File: src/rtl/alu_nibble_seq_if.sv
// Operand/result and slice-facing signal bundle for alu_nibble_seq.
// Latency: none, wires only. Backpressure: none; the sequencer ignores start while busy.
// Optional flag outputs are carried regardless of ALU_FLAGS_EN.
interface alu_nibble_seq_if #(
  parameter int NIBBLES = 4
);
  localparam int W = 4 * NIBBLES;

  logic         start;
  logic [W-1:0] x_in;
  logic [W-1:0] y_in;
  logic [5:0]   c_in;
  logic         cin_in;

  logic [3:0]   slice_x;
  logic [3:0]   slice_y;
  logic [5:0]   slice_c;
  logic         slice_cin;
  logic [3:0]   slice_out;
  logic         slice_cout;

  logic         busy;
  logic         done;
  logic [W-1:0] result;
  logic         carry_out;
  logic         flag_z;
  logic         flag_n;

  // Upstream requester plus the external slice
  modport master (
    output start, x_in, y_in, c_in, cin_in, slice_out, slice_cout,
    input  slice_x, slice_y, slice_c, slice_cin,
    input  busy, done, result, carry_out, flag_z, flag_n
  );

  // The sequencer
  modport slave (
    input  start, x_in, y_in, c_in, cin_in, slice_out, slice_cout,
    output slice_x, slice_y, slice_c, slice_cin,
    output busy, done, result, carry_out, flag_z, flag_n
  );
endinterface

File: src/rtl/alu_nibble_seq.sv
// Runs a 4*NIBBLES-bit ALU op through one external 4-bit slice, LS nibble first; ALU_FLAGS_EN adds Z/N flags.
// Latency: NIBBLES clocks from start-accept edge to the one-cycle done pulse (NIBBLES+1 back-to-back).
// Backpressure: start is only accepted when not busy; a start during busy is dropped.
module alu_nibble_seq #(
  parameter int NIBBLES = 4
) (
  input  logic           clk,
  input  logic           reset,
  alu_nibble_seq_if.slave io
);
  localparam int W  = 4 * NIBBLES;
  localparam int IW = (NIBBLES > 1) ? $clog2(NIBBLES) : 1;

  typedef enum logic [1:0] {
    IDLE = 2'd0,
    RUN  = 2'd1,
    DONE = 2'd2
  } state_t;

  state_t        state;
  state_t        next_state;
  logic [W-1:0]  x_reg;
  logic [W-1:0]  y_reg;
  logic [W-1:0]  result_reg;
  logic [W-1:0]  next_result;
  logic [5:0]    c_reg;
  logic          carry_reg;
  logic          carry_out_reg;
  logic [IW-1:0] idx;
  logic          accept;
  logic          running;
  logic          last;

  assign running = (state == RUN);
  assign accept  = io.start && !running;
  assign last    = (idx == IW'(NIBBLES - 1));

  always_ff @(posedge clk) begin
    if (reset) state <= IDLE;
    else       state <= next_state;
  end

  always_comb begin
    next_state = state;
    case (state)
      IDLE:    if (io.start) next_state = RUN;
      RUN:     if (last) next_state = DONE;
      DONE:    next_state = io.start ? RUN : IDLE;
      default: next_state = IDLE;
    endcase
  end

  // The slice output lands in the current nibble; the rest of the word is kept
  always_comb begin
    next_result = result_reg;
    next_result[4*idx +: 4] = io.slice_out;
  end

  always_ff @(posedge clk) begin
    if (reset) begin
      x_reg         <= '0;
      y_reg         <= '0;
      c_reg         <= '0;
      carry_reg     <= 1'b0;
      carry_out_reg <= 1'b0;
      result_reg    <= '0;
      idx           <= '0;
    end else if (accept) begin
      x_reg     <= io.x_in;
      y_reg     <= io.y_in;
      c_reg     <= io.c_in;
      carry_reg <= io.cin_in;
      idx       <= '0;
    end else if (running) begin
      result_reg <= next_result;
      carry_reg  <= io.slice_cout;
      idx        <= last ? '0 : idx + 1'b1;
      if (last) carry_out_reg <= io.slice_cout;
    end
  end

  assign io.slice_x   = running ? x_reg[4*idx +: 4] : 4'h0;
  assign io.slice_y   = running ? y_reg[4*idx +: 4] : 4'h0;
  assign io.slice_cin = running ? carry_reg : 1'b0;
  assign io.slice_c   = c_reg;

  assign io.busy      = running;
  assign io.done      = (state == DONE);
  assign io.result    = result_reg;
  assign io.carry_out = carry_out_reg;

`ifdef ALU_FLAGS_EN
  logic flag_z_reg;
  logic flag_n_reg;

  // Flags are taken from the completed word in the same edge as the final nibble
  always_ff @(posedge clk) begin
    if (reset) begin
      flag_z_reg <= 1'b0;
      flag_n_reg <= 1'b0;
    end else if (running && last) begin
      flag_z_reg <= (next_result == '0);
      flag_n_reg <= next_result[W-1];
    end
  end

  assign io.flag_z = flag_z_reg;
  assign io.flag_n = flag_n_reg;
`else
  assign io.flag_z = 1'b0;
  assign io.flag_n = 1'b0;
`endif
endmodule
File: src/flat_wrapper.sv
// flat-port wrapper written by rule: the top's interface ports become plain ports
module alu_nibble_seq_flat 
#(
  parameter int NIBBLES = 4
)
  (clk, reset, io_start, io_x_in, io_y_in, io_c_in, io_cin_in, io_slice_out, io_slice_cout, io_slice_x, io_slice_y, io_slice_c, io_slice_cin, io_busy, io_done, io_result, io_carry_out, io_flag_z, io_flag_n);
  alu_nibble_seq_if #(.NIBBLES(NIBBLES)) io_i ();
  input  logic clk;
  input  logic reset;
  input wire logic [$bits(io_i.start)-1:0] io_start;
  input wire logic [$bits(io_i.x_in)-1:0] io_x_in;
  input wire logic [$bits(io_i.y_in)-1:0] io_y_in;
  input wire logic [$bits(io_i.c_in)-1:0] io_c_in;
  input wire logic [$bits(io_i.cin_in)-1:0] io_cin_in;
  input wire logic [$bits(io_i.slice_out)-1:0] io_slice_out;
  input wire logic [$bits(io_i.slice_cout)-1:0] io_slice_cout;
  output wire logic [$bits(io_i.slice_x)-1:0] io_slice_x;
  output wire logic [$bits(io_i.slice_y)-1:0] io_slice_y;
  output wire logic [$bits(io_i.slice_c)-1:0] io_slice_c;
  output wire logic [$bits(io_i.slice_cin)-1:0] io_slice_cin;
  output wire logic [$bits(io_i.busy)-1:0] io_busy;
  output wire logic [$bits(io_i.done)-1:0] io_done;
  output wire logic [$bits(io_i.result)-1:0] io_result;
  output wire logic [$bits(io_i.carry_out)-1:0] io_carry_out;
  output wire logic [$bits(io_i.flag_z)-1:0] io_flag_z;
  output wire logic [$bits(io_i.flag_n)-1:0] io_flag_n;
  assign io_i.start = io_start;
  assign io_i.x_in = io_x_in;
  assign io_i.y_in = io_y_in;
  assign io_i.c_in = io_c_in;
  assign io_i.cin_in = io_cin_in;
  assign io_i.slice_out = io_slice_out;
  assign io_i.slice_cout = io_slice_cout;
  assign io_slice_x = io_i.slice_x;
  assign io_slice_y = io_i.slice_y;
  assign io_slice_c = io_i.slice_c;
  assign io_slice_cin = io_i.slice_cin;
  assign io_busy = io_i.busy;
  assign io_done = io_i.done;
  assign io_result = io_i.result;
  assign io_carry_out = io_i.carry_out;
  assign io_flag_z = io_i.flag_z;
  assign io_flag_n = io_i.flag_n;
  alu_nibble_seq #(.NIBBLES(NIBBLES)) u_core (.clk(clk), .reset(reset), .io(io_i));
endmodule
File: config.mk
export PLATFORM = sky130hd
export DESIGN_NAME = alu_nibble_seq_flat
export DESIGN_NICKNAME = d
export VERILOG_FILES = /design/src/rtl/alu_nibble_seq_if.sv /design/src/rtl/alu_nibble_seq.sv /design/src/flat_wrapper.sv
export SDC_FILE = /design/constraint.sdc
export NUM_CORES = 1
export LEC_CHECK = 0
export BUFFER_PORTS_ARGS = -buffer_cell sky130_fd_sc_hd__buf_4
export CAP_MARGIN = 20
export CORE_MARGIN = 2
export CORE_UTILIZATION = 55
export CTS_CLUSTER_DIAMETER = 60
export DETAILED_ROUTE_END_ITERATION = 12
export HOLD_SLACK_MARGIN = 0.1
export PLACE_DENSITY = 0.87
export SETUP_SLACK_MARGIN = 0.1
export SLEW_MARGIN = 40
export SYNTH_ARGS = -nofsm -noshare
export SYNTH_HDL_FRONTEND = slang
export SYNTH_SLANG_ARGS = --single-unit
File: constraint.sdc
create_clock -name clk -period 6.6 [get_ports clk]
set_clock_uncertainty 0.2 [all_clocks]
set_input_delay 0.66 -clock clk [delete_from_list [all_inputs] [get_ports clk]]
set_output_delay 0.66 -clock clk [all_outputs]
set_load 0.01 [all_outputs]
* After elaboration in Yosys (flattened, before gate mapping)
Index checks and enable logic that the tools add are counted.
Storage, ports and cells: register bits 60, input bits 47, output and inout port bits 36
Operators by class: $add $sub $neg 2, eq/ne operators 5, shifts and indexed selects 4, mux-type cells 11, bitwise logic cells 1, reduce and logical (&&, ||, !) cells 8
Operators by type and width (count):
- $neg 4->34 | 1
- $shift 4x34->16 const A | 1
- $shiftx 4x34->16 | 1
- $shiftx 16x5->4 | 2
- $bwmux 16 | 1
- $mux 4 | 2
- $mux 2 | 3
- $pmux 2 s3 | 1
- $eq 2x2->1 const B | 2
- $mux 1 | 4
- $ne 2x2->1 const B | 2
- $reduce_and 2->1 | 2
- $reduce_and 3->1 | 1
- $add 2x1->2 const B | 1
- $eq 2x1->1 const B | 1
- $logic_not 2->1 | 1
- $reduce_bool 2->1 | 1
- $reduce_or 2->1 | 1
- $logic_and 1x1->1 | 1
- $logic_not 1->1 | 1
- $not 1->1 | 1

* Logic depth before layout (Yosys ltp)
Gate-level depths: netlist of the first run.
depth after elaboration 5, gate-level depth with buffers 7, mapped depth without buffers 5

* Least setup slack after synthesis of the first run
No wires, ideal clock.
path kind register -> register, from reg u_core.idx[1], to reg u_core.result_reg[12], in the netlist u_core.io.result[12], arrival time 1.985 ns, path slack 4.344 ns, cell stages (with the launch flop) 7, period minus slack after synthesis 2.256 ns, cell sequence dfxtp_1 > clkbuf_1 > inv_1 > ha_1 > or3b_1 > or3_1 > a21oi_1
On the way: cells in the longest elaborated chain, start to end 3
Ends and longest elaborated chain:
- from (decl) | line alu_nibble_seq.sv:29 | logic [IW-1:0] idx;
- from (signal assigned) | line alu_nibble_seq.sv:77 | idx <= last ? '0 : idx + 1'b1;
- $neg 4->34 (*) | line alu_nibble_seq.sv:56 | next_result[4*idx +: 4] = io.slice_out;
- $shiftx 4x34->16 or $shift 4x34->16 (tied branches) | line alu_nibble_seq.sv:56
- $bwmux 16 (*) | line alu_nibble_seq.sv:56
- to (signal assigned) | line alu_nibble_seq.sv:75 | result_reg <= next_result;
- to (decl) | line alu_nibble_seq.sv:24 | logic [W-1:0] result_reg;
Mark *: on every way between the ends. The rest lies on a longest branch, timed or not. A chain may end at the register's enable or synchronous reset.

* Worst setup path after layout of the first run
from reg u_core.state[0], to out io_slice_x[2]
On the way: cells in the longest elaborated chain, start to end 2
Ends and longest elaborated chain:
- from (decl) | line alu_nibble_seq.sv:20 | state_t state;
- from (signal assigned) | line alu_nibble_seq.sv:40 | else state <= next_state;
- $eq 2x1->1 | line alu_nibble_seq.sv:34 | assign running = (state == RUN);
- $mux 4 | line alu_nibble_seq.sv:82 | assign io.slice_x = running ? x_reg[4*idx +: 4] : 4'h0;
- to (decl) | line flat_wrapper.sv:17 | output wire logic [$bits(io_i.slice_x)-1:0] io_slice_x;
No other way between the ends.

==> reports/metrics.cfg, run 1 <==
[route]
route.detailed.drc = 0
wl_per_cell_um = 14.64
detail-route-antenna-nets = 0
via_per_inst = 5.590
vias = 2426
drt_iter0_markers = 172
drt_pass1_iterations = 7
wirelength_mm = 6.354

[logic_synthesis]
synth.distinct_cells = 33
synth-seq-area-share_pct = 44.67
yosys-top-cells-area = dfxtp_1 45%, a21oi_1 8.7%, o21ai_0 7.6%
yosys_register_bits = 60
avgSynthCellArea_sq_um = 8.874
synth-warning-count = 0
synth_cells = 303
yosys.area.top_type = dfxtp_1
synth_top_area_share_pct = 44.67
synth-edff-count = 0
async_flop_share_pct = 0
synth_ff_type = dfxtp_1
synthMostInstantiatedCell = dfxtp_1
synth.top_cells.by_count = 60 x dfxtp_1, 47 x a21oi_1, 41 x o21ai_0
syn_area_sq_mm = 0.002689

[worst_setup_path]
cp-startpoint = u_core.state[0]
r2r-start = u_core.idx[1]
cp_num_buf_inv = 2
cp-endpoint = io_slice_x[2]
end_kind = primary output
worstSetupPathType = reg2out
rrSetupSlack_ps = 4160
path_depth = 4
ff2ff_path_depth = 5
r2r_end = u_core.io.result[12]
cp.required_ps = 5740
crit_path_start_kind = flop
max_stage_delay_ps = 720
crit_path_cell_trace = nand2b_4, inv_2, and2_1, buf_4
critical_path.max_fanout = 59
cp_slowest_cell = inv_2
critPathTopFamily = buffers and inverters
arrival_ps = 2190

[clock_network]
post_cts_buffers = 0
cts_buffer_depth = 2
cts_hold_buf = 0
root_buffer = clkbuf_8
cts_resized = 0
cts_buffers = 9
insertion_delay_ps = 340
clk_pin_slew_worst_paths_ps = 60
clock_sinks = 60
tritoncts = done
cts_max_level = 3

[pwr]
p_leak_nw = 1.357
ir_worst_vdd_uv = 150.5
power_density_mw_per_mm2 = 235.6

[die]
num_rows = 25
initial_core_util_pct = 56.93
io_pins = 83
design.die.area_sq_mm = 0.005464
die_h_um = 73.92
die_w_um = 73.92
coreArea_sq_mm = 0.004723

[global_route]
grt_max_degree = 63
grt_pass1_vias = 2282
grt_pass1_wl_mm = 10.27
antenna_found_initial = 0
grt.total_usage_pct = 24.80
overflow = 0

[timing]
max_clock_freq_mhz = 328.1
setup_violations = 0
tns_ps = 0
worstMarginPinSlew_ps = 785.1
slew_headroom_pct = 47.59
fin_crit_ps = 3048
hold_violations = 0
slew_violations = 0
setup_ws_ps = 3552
rsz0062_at_grt = no
min_period_over_period_pct = 46.18

[placement]
pre_cts_ws_ps = 3872
routabilityCongestion = 0.7958
dp_hpwl_mm = 4.130
portBuffers = 80

[layout]
insertedDiodeCount = 0
nFillCells = 401
areaGrowthSynthToFinish_pct = 27.27
nNetsFinal = 416
drive_gt1_share_pct = 29.43

[run]
cap_violations = 0

[outcome]
status = finished clean

[worst_hold_path]
hold_path.class = reg2reg

-- area by class of cell --
cell class | count | area [sq um] | share of cell area, %
Timing Repair Buffer | 80 | 600.6 | 17.55
Clock inverter | 1 | 5.005 | 0.1463
Sequential cell | 60 | 1202 | 35.14
Multi-Input combinational cell | 201 | 1306 | 38.17
Inverter | 11 | 41.29 | 1.207
Clock buffer | 14 | 182.7 | 5.338
Tap cell | 67 | 83.83 | 2.450
-- power by group --
group / internal [mW] / switching, mW / leakage (nW)
clock network: 0.175 / 0.138 / 0.0986
registers: 0.380 / 0.0109 / 0.491
logic: 0.0484 / 0.0552 / 0.768
-- worst min-delay path by stage --
stage                          from              endpoint  slack [ps]  cells past startpoint
2_1_floorplan       u_core.y_reg[7]       u_core.y_reg[7]         250                      2
3_3_place_gp    u_core.io.result[9]   u_core.io.result[9]         250                      2
3_5_place_dp   u_core.io.result[10]  u_core.io.result[10]         250                      2
4_1_cts        u_core.io.result[10]  u_core.io.result[10]         260                      2
5_1_grt             u_core.y_reg[0]       u_core.y_reg[0]         290                      2
6_report       u_core.io.result[10]  u_core.io.result[10]         260                      2
-- cells by family after synthesis --
logic type                 count (synthesis)  synth area share (%)
AOI/OAI and AO/OA                        102                 20.80
and+or+nand+nor                           82                 17.22
DFF                                       60                 44.67
buffers and inverters                     43                 7.166
muxes                                      9                 7.213
adders and majority gates                  6                 2.792
other                                      1                0.1395
-- routing by layer --
layer  global-route usage (%)  wire length [um]  vias to the layer above
met4                    12.12               103                        0
met2                    40.77              3149                       99
met5                        0                 0                        -
met1                    30.99              2685                     1114
li1                         -                 -                     1203
met3                    5.213               416                       10
-- cell usage in the layout (no fill, tap or decap), types with 2 or more instances in the layout --
cell / count
mux4_2: 7
buf_4: 80
o21ai_0: 41
or3_1: 2
conb_1: 2
nor2b_1: 2
dfxtp_1: 59
o32ai_1: 4
nand4_1: 5
a21oi_1: 47
inv_2: 2
inv_1: 9
nand3b_1: 2
clkbuf_8: 13
nand3_1: 40
nor2_1: 2
nor4_2: 2
nand2b_1: 5
a221oi_1: 2
a22o_1: 6
and2_1: 10
nand2_1: 8
ha_1: 6
-- per-stage QoR --
stage	hold slack (ps)	std cells	util, %	area, sq um	power (mW)
5_1_grt	293.6	434	72.45	3422	0.8377
3_3_place_gp	246.9	419	68.34	3228	0.4987
2_1_floorplan	248.6	304	-	2693	0.4622
4_1_cts	260.4	434	72.42	3421	0.8098
6_report	255.3	434	72.45	3422	0.8063
3_5_place_dp	251.8	419	68.45	3233	0.5017
-- worst reg2reg max path, delay by kind of cell, from the launching register on --
family                     cells  cell delay, ps
AOI/OAI and AO/OA              1             150
adders and majority gates      1             370
buffers and inverters          1             170
DFF                            1             680
and+or+nand+nor                2             810
(Power assumes the default switching activity.)
==> run 2: changes to the inputs <==
- ABC_AREA: not set -> 1
- CORE_UTILIZATION: 55 -> 45
- PLACE_DENSITY: 0.87 -> 0.77
- clock period: 6.6 -> 2.47 ns (I/O delays scaled with it)
==> run 2 against run 1 <==
Compared with the run above:
- non-clock buffer count grew 53
- sequential power rose to 2.7 times the previous value
- first-iteration DRC count unchanged
- highest routed layer unchanged
==> reports/metrics.cfg, run 2 <==
[outcome]
status = finished clean

[timing]
hold_violations = 0
tns_ps = 0
slew_violations = 0
min_period_over_period_pct = 85.94
max_clock_freq_mhz = 471.1
rsz0062_at_grt = no
setup_ws_ps = 347.2
setup_violations = 0
fin_crit_ps = 2123

[worst_setup_path]
cp.required_ps = 2550
crit_path_start_kind = flop
crit_path_cell_trace = inv_1, nand2_2, nand2_4, inv_4, nand2_1, a21oi_1, dlygate4sd3_1
worstSetupPathType = reg2reg
max_stage_delay_ps = 550
end_kind = flop
cp_slowest_cell = dlygate4sd3_1
arrival_ps = 2200
critical_path.max_fanout = 39

[placement]
dp_hpwl_mm = 4.325
pre_cts_ws_ps = 631.0
place_area_sq_mm = 0.003191
portBuffers = 80
routabilityCongestion = 0.8111

[layout]
multi_input_area_sq_mm = 0.001201
drive_gt1_share_pct = 21.86
final_util_pct = 69.96
insertedDiodeCount = 0
areaGrowthSynthToFinish_pct = 49.30
nNetsFinal = 542
final_common_cell = nor2_1
register_area_sq_mm = 0.001201
final_cell_mix = 115 x nor2_1, 85 x buf_4, 60 x dfxtp_1, 48 x o21ai_0, 48 x dlygate4sd3_1
nFillCells = 454
fin_area_sq_mm = 0.003876

[global_route]
grt.busiest_layer = met2
overflow = 0
grtUsageMet3_pct = 4.751
use_met1_pct = 27.90
antenna_found_initial = 0
grt_max_degree = 40
grt.total_usage_pct = 23.41
grt_pass1_wl_mm = 11.63
grt_use_met2_pct = 40.33
grt_pass1_vias = 2577

[route]
via_per_inst = 4.977
route.detailed.drc = 0
detail-route-antenna-nets = 0
drt_pass1_iterations = 5
wl_per_cell_um = 13.04
drt_iter0_markers = 172
wirelength_mm = 7.382
vias = 2817

[worst_hold_path]
hold_path.class = reg2reg

[logic_synthesis]
syn_area_sq_mm = 0.002596
yosys_register_bits = 60
synthMostInstantiatedCell = nor2_1
yosys-top-cells-area = dfxtp_1 46%, nor2_1 17%, o21ai_0 9.3%
async_flop_share_pct = 0
synth_top_area_share_pct = 46.27
yosys.area.top_type = dfxtp_1
synth-warning-count = 0
avgSynthCellArea_sq_um = 7.074
synth-seq-area-share_pct = 46.27
synth_ff_type = dfxtp_1
synth-edff-count = 0
synth.top_cells.by_count = 115 x nor2_1, 60 x dfxtp_1, 48 x o21ai_0
synth.distinct_cells = 22
synth_cells = 367

[die]
die_w_um = 79.96
io_pins = 83
coreArea_sq_mm = 0.005540
num_rows = 27
die_h_um = 79.96
design.die.area_sq_mm = 0.006393
initial_core_util_pct = 46.86

[clock_network]
clk_pin_slew_worst_paths_ps = 60
root_buffer = clkbuf_8
cts_buffer_depth = 2
post_cts_buffers = 0
cts_max_level = 3
tritoncts = done
cts_buffers = 9
insertion_delay_ps = 330
clock_sinks = 60

[pwr]
power_density_mw_per_mm2 = 606.1
ir_worst_vdd_uv = 423.8
p_leak_nw = 1.712

[run]
cap_violations = 0

-- run 2: cell families (layout without fill, tap and decap cells) --
kind of cell | Yosys count | count (layout) | synth area share, %
buf+inv | 39 | 165 | 7.614
simple gates | 177 | 177 | 26.89
flops | 60 | 60 | 46.26
other cells | 1 | 2 | 0.1444
fa+ha+maj | 6 | 6 | 2.891
compound gates | 84 | 84 | 16.19
-- run 2: routing by layer --
metal | up-vias | share of wire [%]
li1 | 1411 | -
met1 | 1294 | 41
met2 | 98 | 51
met3 | 14 | 5.5
met4 | 0 | 1.6
met5 | - | 0
-- run 2: cell type report --
cell class | instances | area share (%)
inverter | 16 | 1.614
clock buffer | 12 | 4.003
timing repair buffer | 133 | 28.86
tap | 72 | 2.324
sequential | 60 | 30.99
clock inverter | 4 | 1.227
multi-input combinational | 269 | 30.99
-- run 2: power by group --
group	leakage [nW]	internal [mW]	switching (mW)
logic	1.12	0.193	0.196
registers	0.493	1.03	0.0371
clock network	0.102	0.518	0.376
-- run 2: what timing repair did --
| action | CTS | global route |
|---|---|---|
| resized for setup | 0 | 2 |
| hold buffers | 48 | 0 |
| endpoints found under the hold margin | 58 | 0 |
| setup endpoints to repair | 0 | 1 |
-- run 2: critical path: cells and delay by family, from the launching register on --
family / cells / cell delay (ps)
AO/OA/AOI/OAI: 1 / 150
AND/OR/NAND/NOR: 3 / 450
flip-flops: 1 / 310
buffers and inverters: 3 / 950
-- run 2: final timing paths --
| kind | start | cells after the start | to | slack, ps |
|---|---|---|---|---|
| setup / recovery | u_core.state[1] | 7 | u_core.carry_reg | 350 |
| hold / removal | u_core.io.result[14] | 2 | u_core.io.result[14] | 270 |
| hold reg to reg | u_core.io.result[14] | 2 | u_core.io.result[14] | 270 |
| setup reg to reg | u_core.state[1] | 7 | u_core.carry_reg | 350 |
-- run 2: stage by stage --
step	power (mW)	std cells	hold WS [ps]
CTS	2.346	566	266.3
finish	2.349	566	265.2
floorplan	1.279	368	150.1
detailed placement	1.400	502	256.2
global placement	1.393	502	253.0
global route	2.444	566	290.5
